## src/rtl/rob_commit_unit.sv

```systemverilog
// Reorder buffer: in-order allocation for the dispatcher, result capture from
// the CDB, in-order retirement into the register file and branch-mispredict
// flush. ROB ID = slot index + 1, so ID 0 always means "no producer".
module rob_commit_unit #(
   parameter int ROB_SIZE = 16,
   parameter int ROB_ID_W = 5,
   parameter int DATA_W   = 32
) (
   input  logic                clk,
   input  logic                rst,
   input  logic                rdy,
   input  logic                alloc_valid,
   input  logic [1:0]          alloc_type,
   input  logic [4:0]          alloc_rd,
   input  logic                alloc_pred_taken,
   input  logic [DATA_W-1:0]   alloc_pc,
   output logic [ROB_ID_W-1:0] alloc_id,
   output logic                rob_full,
   input  logic                cdb_valid,
   input  logic [ROB_ID_W-1:0] cdb_id,
   input  logic [DATA_W-1:0]   cdb_value,
   input  logic                cdb_taken,
   input  logic [DATA_W-1:0]   cdb_target,
   input  logic [ROB_ID_W-1:0] query_id1,
   input  logic [ROB_ID_W-1:0] query_id2,
   output logic                query_ready1,
   output logic                query_ready2,
   output logic [DATA_W-1:0]   query_value1,
   output logic [DATA_W-1:0]   query_value2,
   output logic                enable_to_rf,
   output logic [4:0]          rd_to_rf,
   output logic [ROB_ID_W-1:0] Q_to_rf,
   output logic [DATA_W-1:0]   V_to_rf,
   output logic                mispredict,
   output logic [DATA_W-1:0]   redirect_pc
);

   localparam int IDX_W = $clog2(ROB_SIZE);

   localparam logic [1:0] TYPE_REG    = 2'd0;
   localparam logic [1:0] TYPE_BRANCH = 2'd1;

   logic [IDX_W-1:0] head;
   logic [IDX_W-1:0] tail;
   logic [IDX_W:0]   count;

   logic              slot_valid  [ROB_SIZE];
   logic              slot_ready  [ROB_SIZE];
   logic [1:0]        slot_type   [ROB_SIZE];
   logic [4:0]        slot_rd     [ROB_SIZE];
   logic              slot_pred   [ROB_SIZE];
   logic [DATA_W-1:0] slot_pc     [ROB_SIZE];
   logic [DATA_W-1:0] slot_value  [ROB_SIZE];
   logic              slot_taken  [ROB_SIZE];
   logic [DATA_W-1:0] slot_target [ROB_SIZE];

   logic             cdb_ok;
   logic [IDX_W-1:0] cdb_idx;
   logic             alloc_fire;
   logic             commit_fire;
   logic             commit_write;
   logic             commit_flush;
   logic [IDX_W-1:0] q_idx1;
   logic [IDX_W-1:0] q_idx2;

   // IDs 1..ROB_SIZE name a slot; 0 and anything above the ROB size do not.
   function automatic logic id_in_range(input logic [ROB_ID_W-1:0] id);
      return (id != '0) && (id <= ROB_ID_W'(ROB_SIZE));
   endfunction

   // Allocation/commit decisions; rob_full alone gates allocation so a
   // same-cycle commit never frees a slot early.
   always_comb begin
      alloc_id     = ROB_ID_W'(tail) + ROB_ID_W'(1);
      rob_full     = (count == (IDX_W+1)'(ROB_SIZE));
      cdb_ok       = cdb_valid && id_in_range(cdb_id);
      cdb_idx      = IDX_W'(cdb_id - ROB_ID_W'(1));
      alloc_fire   = rdy && alloc_valid && !rob_full && !mispredict;
      commit_fire  = rdy && (count != '0) && slot_ready[head];
      commit_write = commit_fire && (slot_type[head] == TYPE_REG) && (slot_rd[head] != '0);
      commit_flush = commit_fire && (slot_type[head] == TYPE_BRANCH)
                     && (slot_taken[head] != slot_pred[head]);
   end

   // Operand lookup for the dispatcher, with same-cycle CDB bypass.
   always_comb begin
      q_idx1       = IDX_W'(query_id1 - ROB_ID_W'(1));
      q_idx2       = IDX_W'(query_id2 - ROB_ID_W'(1));
      query_ready1 = 1'b0;
      query_value1 = '0;
      query_ready2 = 1'b0;
      query_value2 = '0;
      if (id_in_range(query_id1)) begin
         if (cdb_ok && (cdb_id == query_id1)) begin
            query_ready1 = 1'b1;
            query_value1 = cdb_value;
         end else if (slot_valid[q_idx1] && slot_ready[q_idx1]) begin
            query_ready1 = 1'b1;
            query_value1 = slot_value[q_idx1];
         end
      end
      if (id_in_range(query_id2)) begin
         if (cdb_ok && (cdb_id == query_id2)) begin
            query_ready2 = 1'b1;
            query_value2 = cdb_value;
         end else if (slot_valid[q_idx2] && slot_ready[q_idx2]) begin
            query_ready2 = 1'b1;
            query_value2 = slot_value[q_idx2];
         end
      end
   end

   // Pointers, occupancy and per-slot state; a mispredict flush overrides
   // every other update in its cycle.
   always_ff @(posedge clk) begin
      if (rst) begin
         head  <= '0;
         tail  <= '0;
         count <= '0;
         for (int i = 0; i < ROB_SIZE; i++) begin
            slot_valid[i] <= 1'b0;
            slot_ready[i] <= 1'b0;
         end
      end else if (rdy) begin
         if (commit_flush) begin
            head  <= '0;
            tail  <= '0;
            count <= '0;
            for (int i = 0; i < ROB_SIZE; i++) begin
               slot_valid[i] <= 1'b0;
               slot_ready[i] <= 1'b0;
            end
         end else begin
            if (alloc_fire) begin
               slot_valid[tail] <= 1'b1;
               slot_ready[tail] <= 1'b0;
               slot_type[tail]  <= alloc_type;
               slot_rd[tail]    <= alloc_rd;
               slot_pred[tail]  <= alloc_pred_taken;
               slot_pc[tail]    <= alloc_pc;
               tail             <= tail + IDX_W'(1);
            end
            // Only live entries capture results; a stale ID is dropped.
            if (cdb_ok && slot_valid[cdb_idx]) begin
               slot_ready[cdb_idx]  <= 1'b1;
               slot_value[cdb_idx]  <= cdb_value;
               slot_taken[cdb_idx]  <= cdb_taken;
               slot_target[cdb_idx] <= cdb_target;
            end
            if (commit_fire) begin
               slot_valid[head] <= 1'b0;
               slot_ready[head] <= 1'b0;
               head             <= head + IDX_W'(1);
            end
            count <= count + (IDX_W+1)'(alloc_fire) - (IDX_W+1)'(commit_fire);
         end
      end
   end

   // Registered commit interface: pulses last one cycle, data holds between commits.
   always_ff @(posedge clk) begin
      if (rst) begin
         enable_to_rf <= 1'b0;
         rd_to_rf     <= '0;
         Q_to_rf      <= '0;
         V_to_rf      <= '0;
         mispredict   <= 1'b0;
         redirect_pc  <= '0;
      end else if (!rdy) begin
         enable_to_rf <= 1'b0;
         mispredict   <= 1'b0;
      end else begin
         enable_to_rf <= commit_write;
         mispredict   <= commit_flush;
         if (commit_write) begin
            rd_to_rf <= slot_rd[head];
            Q_to_rf  <= ROB_ID_W'(head) + ROB_ID_W'(1);
            V_to_rf  <= slot_value[head];
         end
         if (commit_flush) begin
            redirect_pc <= slot_taken[head] ? slot_target[head]
                                            : slot_pc[head] + DATA_W'(4);
         end
      end
   end

endmodule

```

## config.mk

```make
export PLATFORM = sky130hd
export DESIGN_NAME = rob_commit_unit
export DESIGN_NICKNAME = d
export VERILOG_FILES = /design/src/rtl/rob_commit_unit.sv
export SDC_FILE = /design/constraint.sdc
export NUM_CORES = 2
export LEC_CHECK = 0
export ABC_CLOCK_PERIOD_IN_PS = 15500
export CELL_PAD_IN_SITES_DETAIL_PLACEMENT = 0
export CELL_PAD_IN_SITES_GLOBAL_PLACEMENT = 1
export CORE_MARGIN = 8
export CORE_UTILIZATION = 41
export DETAILED_ROUTE_END_ITERATION = 6
export PLACE_DENSITY_LB_ADDON = 0.25
export SLEW_MARGIN = 20
export SYNTH_ARGS = -nofsm -noshare
export SYNTH_HDL_FRONTEND = slang
export SYNTH_SLANG_ARGS = --single-unit
```

## constraint.sdc

```tcl
create_clock -name clk -period 15.5 [get_ports clk]
set_input_delay 1.55 -clock clk [delete_from_list [all_inputs] [get_ports clk]]
set_output_delay 1.55 -clock clk [all_outputs]
set_load 0.05 [all_outputs]
```

Yosys cells after proc, flatten, opt, wreduce, memory -nomap -nowiden. Memories as Yosys holds them, arrays and structs flattened. A register that Yosys moved wholly into a read port is not among the register bits. Index checks and enable logic that the tools add are counted.

Register bits after elaboration: 57. Memory bits (writable): 1712. Output and inout port bits: 148. Logic and storage cells: 206. Memories kept: 9.

Memories: slot_pc (words 16, width 32, read ports 1, clocked after Yosys merged registers in 1, wr ports 1, RTL line 52) `logic [DATA_W-1:0] slot_pc [ROB_SIZE];`; slot_target (words 16, width 32, read ports 1, clocked after Yosys merged registers in 1, wr ports 1, RTL line 55) `logic [DATA_W-1:0] slot_target [ROB_SIZE];`; slot_value (words 16, width 32, read ports 3, clocked after Yosys merged registers in 1, wr ports 1, RTL line 53) `logic [DATA_W-1:0] slot_value [ROB_SIZE];`; slot_rd (words 16, width 5, read ports 1, clocked after Yosys merged registers in 1, wr ports 1, RTL line 50) `logic [4:0] slot_rd [ROB_SIZE];`; slot_type (words 16, width 2, read ports 1, clocked after Yosys merged registers in 1, wr ports 1, RTL line 49) `logic [1:0] slot_type [ROB_SIZE];`; slot_pred (words 16, width 1, read ports 1, clocked after Yosys merged registers in 1, wr ports 1, RTL line 51) `logic slot_pred [ROB_SIZE];`; +3 memories.

Add/sub/neg operators: 10. $lt $le $gt $ge: 3. Eq/ne operators: 5. Mux-type cells: 100. Bitwise gates (word level): 33. Reduce and logical (&&, ||, !) cells: 38.

Operators by type and width (count): 32-bit 2-to-1 mux (7); 4-bit 2-to-1 mux (23); 1-bit 2-to-1 mux (69); 32-bit by 3-bit adder with 32-bit output (second input constant) (1); 1-bit OR (32); 5-bit nonzero test (5); 1-bit logical AND (18); 5-bit less-or-equal comparator (second input constant) (3); 4-bit by 1-bit subtractor with 4-bit output (second input constant) (3); 4-bit by 1-bit adder with 5-bit output (second input constant) (2); 5-bit == test (2); 4-bit by 1-bit adder with 4-bit output (second input constant) (2); 2-bit AND reduction (4); 5-bit by 1-bit adder with 5-bit output (1); 5-bit == test (second input constant) (1); 5-bit 2-to-1 mux (1); 1-bit OR reduction (5); 5-bit by 1-bit subtractor with 5-bit output (1); 2-bit nonzero test (2); 2-bit by 1-bit == test with 1-bit output (second input constant) (1); 1-bit zero test (2); 2-bit zero test (1); 2-bit OR reduction (1); 1-bit != test (1); 1-bit inverter (1).

Depth between registers and ports, before layout.
Depth in word-level cells: 11. Gate-level depth with buffers: 23. Mapped depth without buffers: 19.

Least setup slack after synthesis. OpenSTA, ideal clock, no wires.

Path kind: input -> register. Start: in cdb_id[0]. End: mem slot_taken[12], enable pin. Arrival time: 7485 ps. Required time: 14930 ps. Setup slack: 7445 ps. Cell stages on the path: 9. Cells stage by stage: clkbuf_1 -> inv_1 -> ha_1 -> nor3b_1 -> xnor2_1 -> nand2_1 -> inv_1 -> nand4_1 -> nor3_1.

Cells in the longest elaborated chain, start to end: 9.

RTL lines: from (decl) (RTL line 20) `input logic [ROB_ID_W-1:0] cdb_id,`; branches (longest 9 deep; another with 4-bit by 1-bit subtractor with 4-bit output); to (decl) (RTL line 54) `logic slot_taken [ROB_SIZE];`.

Several ways; the timed one is not identified.

Final worst setup path.
Start: in query_id1[0]. End: out query_value1[22].

Cells in the longest elaborated chain, start to end: 6.

RTL lines: from (decl) (RTL line 24) `input logic [ROB_ID_W-1:0] query_id1,`; 4-bit by 1-bit subtractor with 4-bit output (RTL line 87) `q_idx1 = IDX_W'(query_id1 - ROB_ID_W'(1));`; memory 16 x 1 bit, on equally long branches; 1-bit logical AND (RTL line 97) `end else if (slot_valid[q_idx1] && slot_ready[q_idx1]) begin`; 32-bit 2-to-1 mux (RTL line 97); 32-bit 2-to-1 mux (RTL line 94) `if (cdb_ok && (cdb_id == query_id1)) begin`; 32-bit 2-to-1 mux * (RTL line 93) `if (id_in_range(query_id1)) begin`; to (decl) (RTL line 28) `output logic [DATA_W-1:0] query_value1,`.

Mark *: on every way between the ends. The rest lies on a longest branch, timed or not.

==> results.md <==
* Least-Margin Pin Slew at 1.19 ns
* Layout Nets at 4242
* RSZ-0062 raised after global routing: no
* # port buffers at 272
* Hold Crit Class: flip-flop to flip-flop
* Worst setup SP type: input port
* Cell Pwr Density at 113 nW/um^2
* Register area at 53000 sq um
* Pre-CTS setup slack at 6.92 ns
* Global-route track usage on met2 at 0.364
* Sequential element share of the synthesized area at 0.671
* Pin count of the biggest net entering global routing at 104
* HP Start: redirect_pc[2]$_SDFFE_PP0P_
* Slowest CP cell: ha_4
* Worst Hold Path EP: redirect_pc[2]$_SDFFE_PP0P_
* Via count at 41600
* # rows at 161
* Outcome: completed
* Worst reg-to-reg path cell count at 13
* Fill cell count at 15800
* Mapped Area at 78900 sq um
* Insertion delay to the later sink of the worst-skew pair at 0.84 ns
* Clock Pin Slew Worst Setup and Hold Paths at 0.05 ns
* R2r endpoint: slot_target[0][27]$_DFFE_PP_
* Main synth FF type: edfxtp_1
* Final Max Tran Viols at 0
* CP cell instances: buf_8, clkinv_1, ha_4, buf_4, buf_4, mux4_2, mux4_2, mux2i_1, nor2_1, clkdlybuf4s50_1
* Crit-path leading delay family: buffers and inverters
* Most frequent cells in the layout: edfxtp_1 (1680), mux4_2 (784), clkdlybuf4s50_1 (269), clkbuf_16 (193), nor2_1 (156)
* # hold bufs at CTS at 0
* Routed wire length per instance at 33.3 um
* Post-DRT Antenna Nets at 0
* Global-route usage over all layers at 0.216
* Initial Utilization at 0.411
* Static Leak at 0.0277 uW
* Clock skew at 0.0284 ns
* Area growth, synth to finish at 14.8%
* Critical path data arrival time at 6.99 ns
* Max IR drop VDD at 100 uV
* Tmin final at 8.54 ns
* Die ar. at 207000 sq um
* Chip height at 455 um
* Synth Instances at 3781
* DRT iter0 DRCs at 4452
* # resized after CTS at 0
* Yosys warnings at 0
* Final Hold Vio Count at 0
* Clock Tree Buf Depth at 3
* Critical path type: input port to output pin
* Rel. slew slack at 0.196
* Area of the multi-input gates at 24600 sq um
* # setup viols final at 0
* DR pass1 iterations at 5
* PnR worst setup slack at 6.96 ns
* Global Route met3 Usage at 0.0354
* Die W at 455 um
* Post-CTS setup buffer count at 0
* CTS root buffer: clkbuf_16
* Post-synth ARST share at 0
* Clock sink count at 1805
* Period utilization at 0.551
* Critical Path Max Stage Delay at 0.78 ns
* Grt ovf at 0
* Worst path buffer plus inverter count at 5
* Routed wire length at 226 mm
* GRT Max-Usage Layer: met2
* WP data required at 13.95 ns
* Post-synth EDFFs at 1680
* Post-synth net total at 3931
* Commonest non-fill, non-tap cell in the layout: edfxtp_1
* Synth Register Bits at 1805
* Vias in the first global route at 42300
* Post-DP HPWL at 128 mm
* DRC Markers at 0
* Worst R2R Setup Slack at 8.01 ns
* First-pass GRT wire length at 321 mm
* Avg Synthesized Cell Area at 20.9 sq um
* Max-cap viol count at 0
* GR met1 Demand/Resource at 0.288
* Post-synthesis cell type count at 80
* Crit Path Max Fanout at 51
* Min-Delay Path Depth at 2
* CTS Buf Count at 191
* Worst setup EP type: output pin
* Io pins at 273
* Share of layout cells above drive strength 1 at 0.293
* Max H-tree Level at 4
* Avg Vias per Cell at 6.12
* Clock tree from TritonCTS: done
* Setup tns final at 0 ns
* Core Box Area at 192000 sq um
* RD Place Congestion at 0.791
* Post-layout util at 0.472
* Initial antenna violation count at 25
* Achievable frequency at 117 MHz
## metrics by stage
| step | instance area [sq um] | std cells | power, uW | hold WS [ns] |
|---|---|---|---|---|
| 2_1_floorplan | 78900 | 3781 | 5690 | 0.446 |
| 3_5_place_dp | 84400 | 6424 | 5890 | 0.467 |
| 5_1_grt | 90500 | 6792 | 10500 | 0.495 |
| 6_report | 90500 | 6796 | 10200 | 0.467 |
| 3_3_place_gp | 84400 | 6424 | 5880 | 0.447 |
| 4_1_cts | 90500 | 6784 | 10300 | 0.477 |
## synth_stat cells, types with 9 or more instances
cell type	n	area, sq um
edfxtp_1	1680	50400
mux4_2	784	17700
nor2_1	156	586
mux2i_1	149	1490
clkbuf_1	137	514
dfxtp_1	125	2500
nand2_1	104	390
and3_1	48	300
buf_1	41	154
buf_2	39	195
xnor2_1	38	333
a21oi_1	36	180
nor3_1	36	180
mux4_1	32	841
a22oi_1	24	180
ha_1	24	300
inv_1	24	90.1
o22a_1	21	184
a221oi_1	19	166
o21ai_0	18	90.1
xor2_1	17	149
buf_6	15	169
buf_4	14	105
nand3_1	14	70.1
nand4_1	14	87.6
a211oi_1	11	82.6
nor2b_1	11	68.8
nor4_1	11	68.8
nand2b_1	10	62.6
a311oi_1	9	78.8
buf_12	9	180
## report_power, final
part / internal [uW] / switching, uW / total (uW) / leakage, uW
Combinational: 191 / 259 / 450 / 0.00868
Sequential: 5330 / 2.71 / 5330 / 0.0161
Clock: 2520 / 1910 / 4430 / 0.00293
Total: 8040 / 2170 / 10200 / 0.0277
## worst min-delay path, cell delays in order, from the launching register on
cell,delay [ns]
dfxtp_1,0.31
nand2_1,0.05
a21oi_1,0.06
## how the worst max path moves through the flow
stage | to | depth (start not counted) | from | slack, ns
detailed placement | query_value1[22] | 10 | query_id1[0] | 6.92
global route | query_value1[22] | 10 | query_id1[0] | 6.78
CTS | query_value1[22] | 10 | query_id1[0] | 6.92
floorplan | slot_taken[12]$_DFFE_PP_ | 9 | cdb_id[0] | 7.45
global placement | query_value1[22] | 10 | query_id1[0] | 6.94
finish | query_value1[22] | 10 | query_id1[0] | 6.96
## metal layers
layer / routed length [um] / vias up / part of all wire
met4: 6720 / 6 / 0.030
li1: - / 16900 / -
met1: 90800 / 22600 / 0.40
met5: 41 / - / 0.00018
met2: 114000 / 1799 / 0.50
met3: 14600 / 357 / 0.065
## sequential cells by signal, summed over array words and instances, names as in the netlist, named ones only
name and cells:
slot_pc 512, slot_target 512, slot_value 512, slot_rd 80
V_to_rf 32, redirect_pc 32, slot_type 32, slot_pred 16
slot_ready 16, slot_taken 16, slot_valid 16, Q_to_rf 5
count 5, rd_to_rf 5, head 4, tail 4
enable_to_rf 1, mispredict 1
## final cells by class
type | instances | share of cell area
Inverter | 27 | 0.00115
Tap cell | 2526 | 0.0349
Clock inverter | 108 | 0.0101
Multi-Input combinational cell | 1683 | 0.272
Sequential cell | 1805 | 0.585
Antenna cell | 11 | 0.000304
Timing Repair Buffer | 384 | 0.0399
Clock buffer | 252 | 0.0568
## logic make-up (layout without fill, tap and decap cells)
| logic type | after synthesis | after routing | share of synthesized area |
|---|---|---|---|
| buffers and inverters | 293 | 771 | 0.0196 |
| DFF | 1805 | 1805 | 0.671 |
| AOI/OAI and AO/OA | 188 | 188 | 0.0178 |
| and+or+nand+nor | 447 | 447 | 0.0273 |
| adders and majority gates | 25 | 25 | 0.00406 |
| xor gates and xnor gates | 55 | 55 | 0.00611 |
| other | 0 | 11 | 0 |
| muxes | 968 | 968 | 0.254 |
Power figures use the tool's default switching activity.
==> variant: new RTL, same settings <==
Register the output `redirect_pc` once more, with the module's reset; this adds one clock of latency there. The other outputs are not delayed to match.
--- a/src/rtl/rob_commit_unit.sv
+++ b/src/rtl/rob_commit_unit.sv
@@ -39,6 +39,8 @@
 
    localparam logic [1:0] TYPE_REG    = 2'd0;
    localparam logic [1:0] TYPE_BRANCH = 2'd1;
+
+   logic [DATA_W-1:0] redirect_pc_s0;
 
    logic [IDX_W-1:0] head;
    logic [IDX_W-1:0] tail;
@@ -165,7 +167,7 @@
          Q_to_rf      <= '0;
          V_to_rf      <= '0;
          mispredict   <= 1'b0;
-         redirect_pc  <= '0;
+         redirect_pc_s0 <= '0;
       end else if (!rdy) begin
          enable_to_rf <= 1'b0;
          mispredict   <= 1'b0;
@@ -178,11 +180,19 @@
             V_to_rf  <= slot_value[head];
          end
          if (commit_flush) begin
-            redirect_pc <= slot_taken[head] ? slot_target[head]
+            redirect_pc_s0 <= slot_taken[head] ? slot_target[head]
                                             : slot_pc[head] + DATA_W'(4);
          end
       end
    end
 
+   always_ff @(posedge clk) begin
+      if (rst) begin
+         redirect_pc <= '0;
+      end else begin
+         redirect_pc <= redirect_pc_s0;
+      end
+   end
+
 endmodule
 
Check against the original RTL: not settled (the Yosys comparison gave no result); the edit may change what the design does.
==> variant against the original RTL <==
Setup slack improved by 0.027 ns. Sequential cell count rose by 32. Wire length fell by 0.47%. Clock power rose by 5.6%. Design area rose by 1.3%. Sequential power rose by 2%. Synthesized area rose by 0.86%. Total power rose by 3.2%. Maximum frequency rose by 0.31%. Critical path type unchanged. Largest cell class unchanged. Largest power group unchanged.
==> variant: results (changes against the original RTL) <==
nNetsFinal: 4288  # was 4,242
numCtsBuffers: 194  # was 191
holdCritStartpoint: "redirect_pc_s0[5]"  # was redirect_pc[2]
grt_max_degree: 103  # was 104
dp_hpwl_um: 127000  # was 128,000 µm
gp_congestion: 0.788  # was 0.791
place_area_mm2: 0.0852  # was 0.0844 mm²
yosys-top-cells-count: "edfxtp_1, mux4_2, nor2_1"  # unchanged
synth_edf_count: 1680  # unchanged
drive_gt1_share_pct: 29.7  # was 29.3%
slew_headroom_pct: 25.4  # was 19.6%
yosys-top-cells-area: "edfxtp_1, mux4_2, dfxtp_1"  # unchanged
multi_input_area_mm2: 0.0248  # was 0.0246 mm²
ys_types: 77  # was 80
synth_nets: 3982  # was 3,931
htree_num_levels: 4  # unchanged
cts_buffer_depth: 3  # unchanged
cts_resized: 0  # unchanged
synthMuxAreaShare_pct: 25.3  # was 25.4%
vdd_drop_max_mv: 0.0886  # was 0.100 mV
hold_class: "flip-flop to flip-flop"  # unchanged
holdPathStages: 2  # unchanged
cts_root_buffer: "clkbuf_16"  # unchanged
synth_fa_ha_area_share_pct: 0.403  # was 0.406%
grt_pass1_wl_um: 322000  # was 321,000 µm
clock_latency_ns: 0.84  # about the same
r2r-end: "slot_target[4][19]"  # was slot_target[0][27]
min_to: "redirect_pc_s0[5]"  # was redirect_pc[2]
top_regs: "slot_pc (512), slot_target (512), slot_value (512)"  # unchanged
synthArstFlopShare_pct: 0  # unchanged
path_max_fanout: 67  # was 51
clkTransAtPathRegs_ns: 0.06
fin_worst_skew_ns: 0.0484  # was 0.0284 ns
fillers: 15800  # about the same
antenna_found_initial: 32  # was 25
routedWlPerCell_um: 32.9  # was 33.3 µm
synth_xor_area_share_pct: 0.550  # was 0.611%
synth_compound_area_share_pct: 1.65  # was 1.78%
ys_seq_area_share_pct: 67.4  # was 67.1%
dr.pass1.iters: 7  # was 5
r2r_cells: 11  # was 13
drtIter0Drc: 4398  # was 4,452
ys_warn_count: 0  # unchanged
cts_setup_buffers: 0  # unchanged
status: "completed"  # unchanged
grt.total_usage_pct: 21.1  # was 21.6%
vias: 41500  # was 41,600
port_buffers: 272  # unchanged
cp_data_arrival_time_ns: 6.97  # was 6.99 ns
power_switching_mw: 2.24  # was 2.17 mW
grt_pass1_vias: 43000  # was 42,300
p_leak_nw: 28.1  # was 27.7 nW
reg2reg_slack_ns: 8.46  # was 8.01 ns
==> variant: cell types whose count changed after synthesis, moves of 16 or more <==
| cell | before | now |
|---|---|---|
| mux4_2 | 784 | 812 |
| o22a_1 | 21 | 1 |
| nor2b_1 | 11 | 44 |
| mux4_1 | 32 | 14 |
| and3_1 | 48 | 17 |
| nor2_1 | 156 | 175 |
| a21oi_1 | 36 | 62 |
| dfxtp_1 | 125 | 157 |
| nand2_1 | 104 | 77 |
| a2bb2oi_1 | 0 | 16 |
==> variant: per-stage QoR <==
stage	hold slack (ns)	setup WS, ns	instances
3_3_place_gp	0.440	6.91	6468
4_1_cts	0.461	6.91	6832
6_report	0.466	6.98	6844
5_1_grt	0.486	6.73	6839
3_5_place_dp	0.450	6.92	6468
2_1_floorplan	0.405	8.65	3832
==> variant: cell families after synthesis <==
family	after synthesis
DFF	1837
muxes	969
and+or+nand+nor	460
buffers and inverters	299
AOI/OAI and AO/OA	192
xor gates and xnor gates	50
adders and majority gates	25
==> variant: worst max-delay path by stage <==
stage                            end         start  slack, ns
floorplan              slot_taken[3]     cdb_id[0]       8.65
global placement    query_value1[22]  query_id1[0]       6.91
detailed placement  query_value1[22]  query_id1[0]       6.92
CTS                 query_value1[22]  query_id1[0]       6.91
global route        query_value2[30]  query_id2[0]       6.73
finish              query_value2[30]  query_id2[0]       6.98
==> variant: power groups by stage <==
stage | Combinational, mW | Clock, mW | Sequential [mW]
CTS | 0.454 | 4.76 | 5.41
global route | 0.476 | 4.94 | 5.41
global placement | 0.448 | 0 | 5.52
detailed placement | 0.454 | 0 | 5.52
floorplan | 0.252 | 0 | 5.52
finish | 0.449 | 4.68 | 5.41
==> variant: metal layers <==
metal  vias to the layer above  wire length [µm]  GRT usage [%]
li1                      17000                 -              -
met1                     22600             91600           28.1
met2                      1616            113000           35.7
met3                       314             14100           3.94
met4                        16              5860           6.15
met5                         -                99              0
==> variant: area by class of cell <==
class | instances | share of cell area (%)
Sequential cell | 1837 | 58.5
Multi-Input combinational cell | 1696 | 27.0
Antenna cell | 12 | 0.0328
Clock buffer | 256 | 5.78
Timing Repair Buffer | 373 | 3.85
Inverter | 36 | 0.150
Tap cell | 2526 | 3.45
Clock inverter | 108 | 1.24
==> variant: critical path, stage by stage <==
cell	delay [ns]
clkbuf_8	0.52
clkinv_1	0.51
ha_4	1.14
buf_4	0.95
mux4_2	0.38
mux4_2	0.24
nand2_1	0.07
o22a_1	0.20
nor2_1	0.34
clkdlybuf4s50_1	0.90
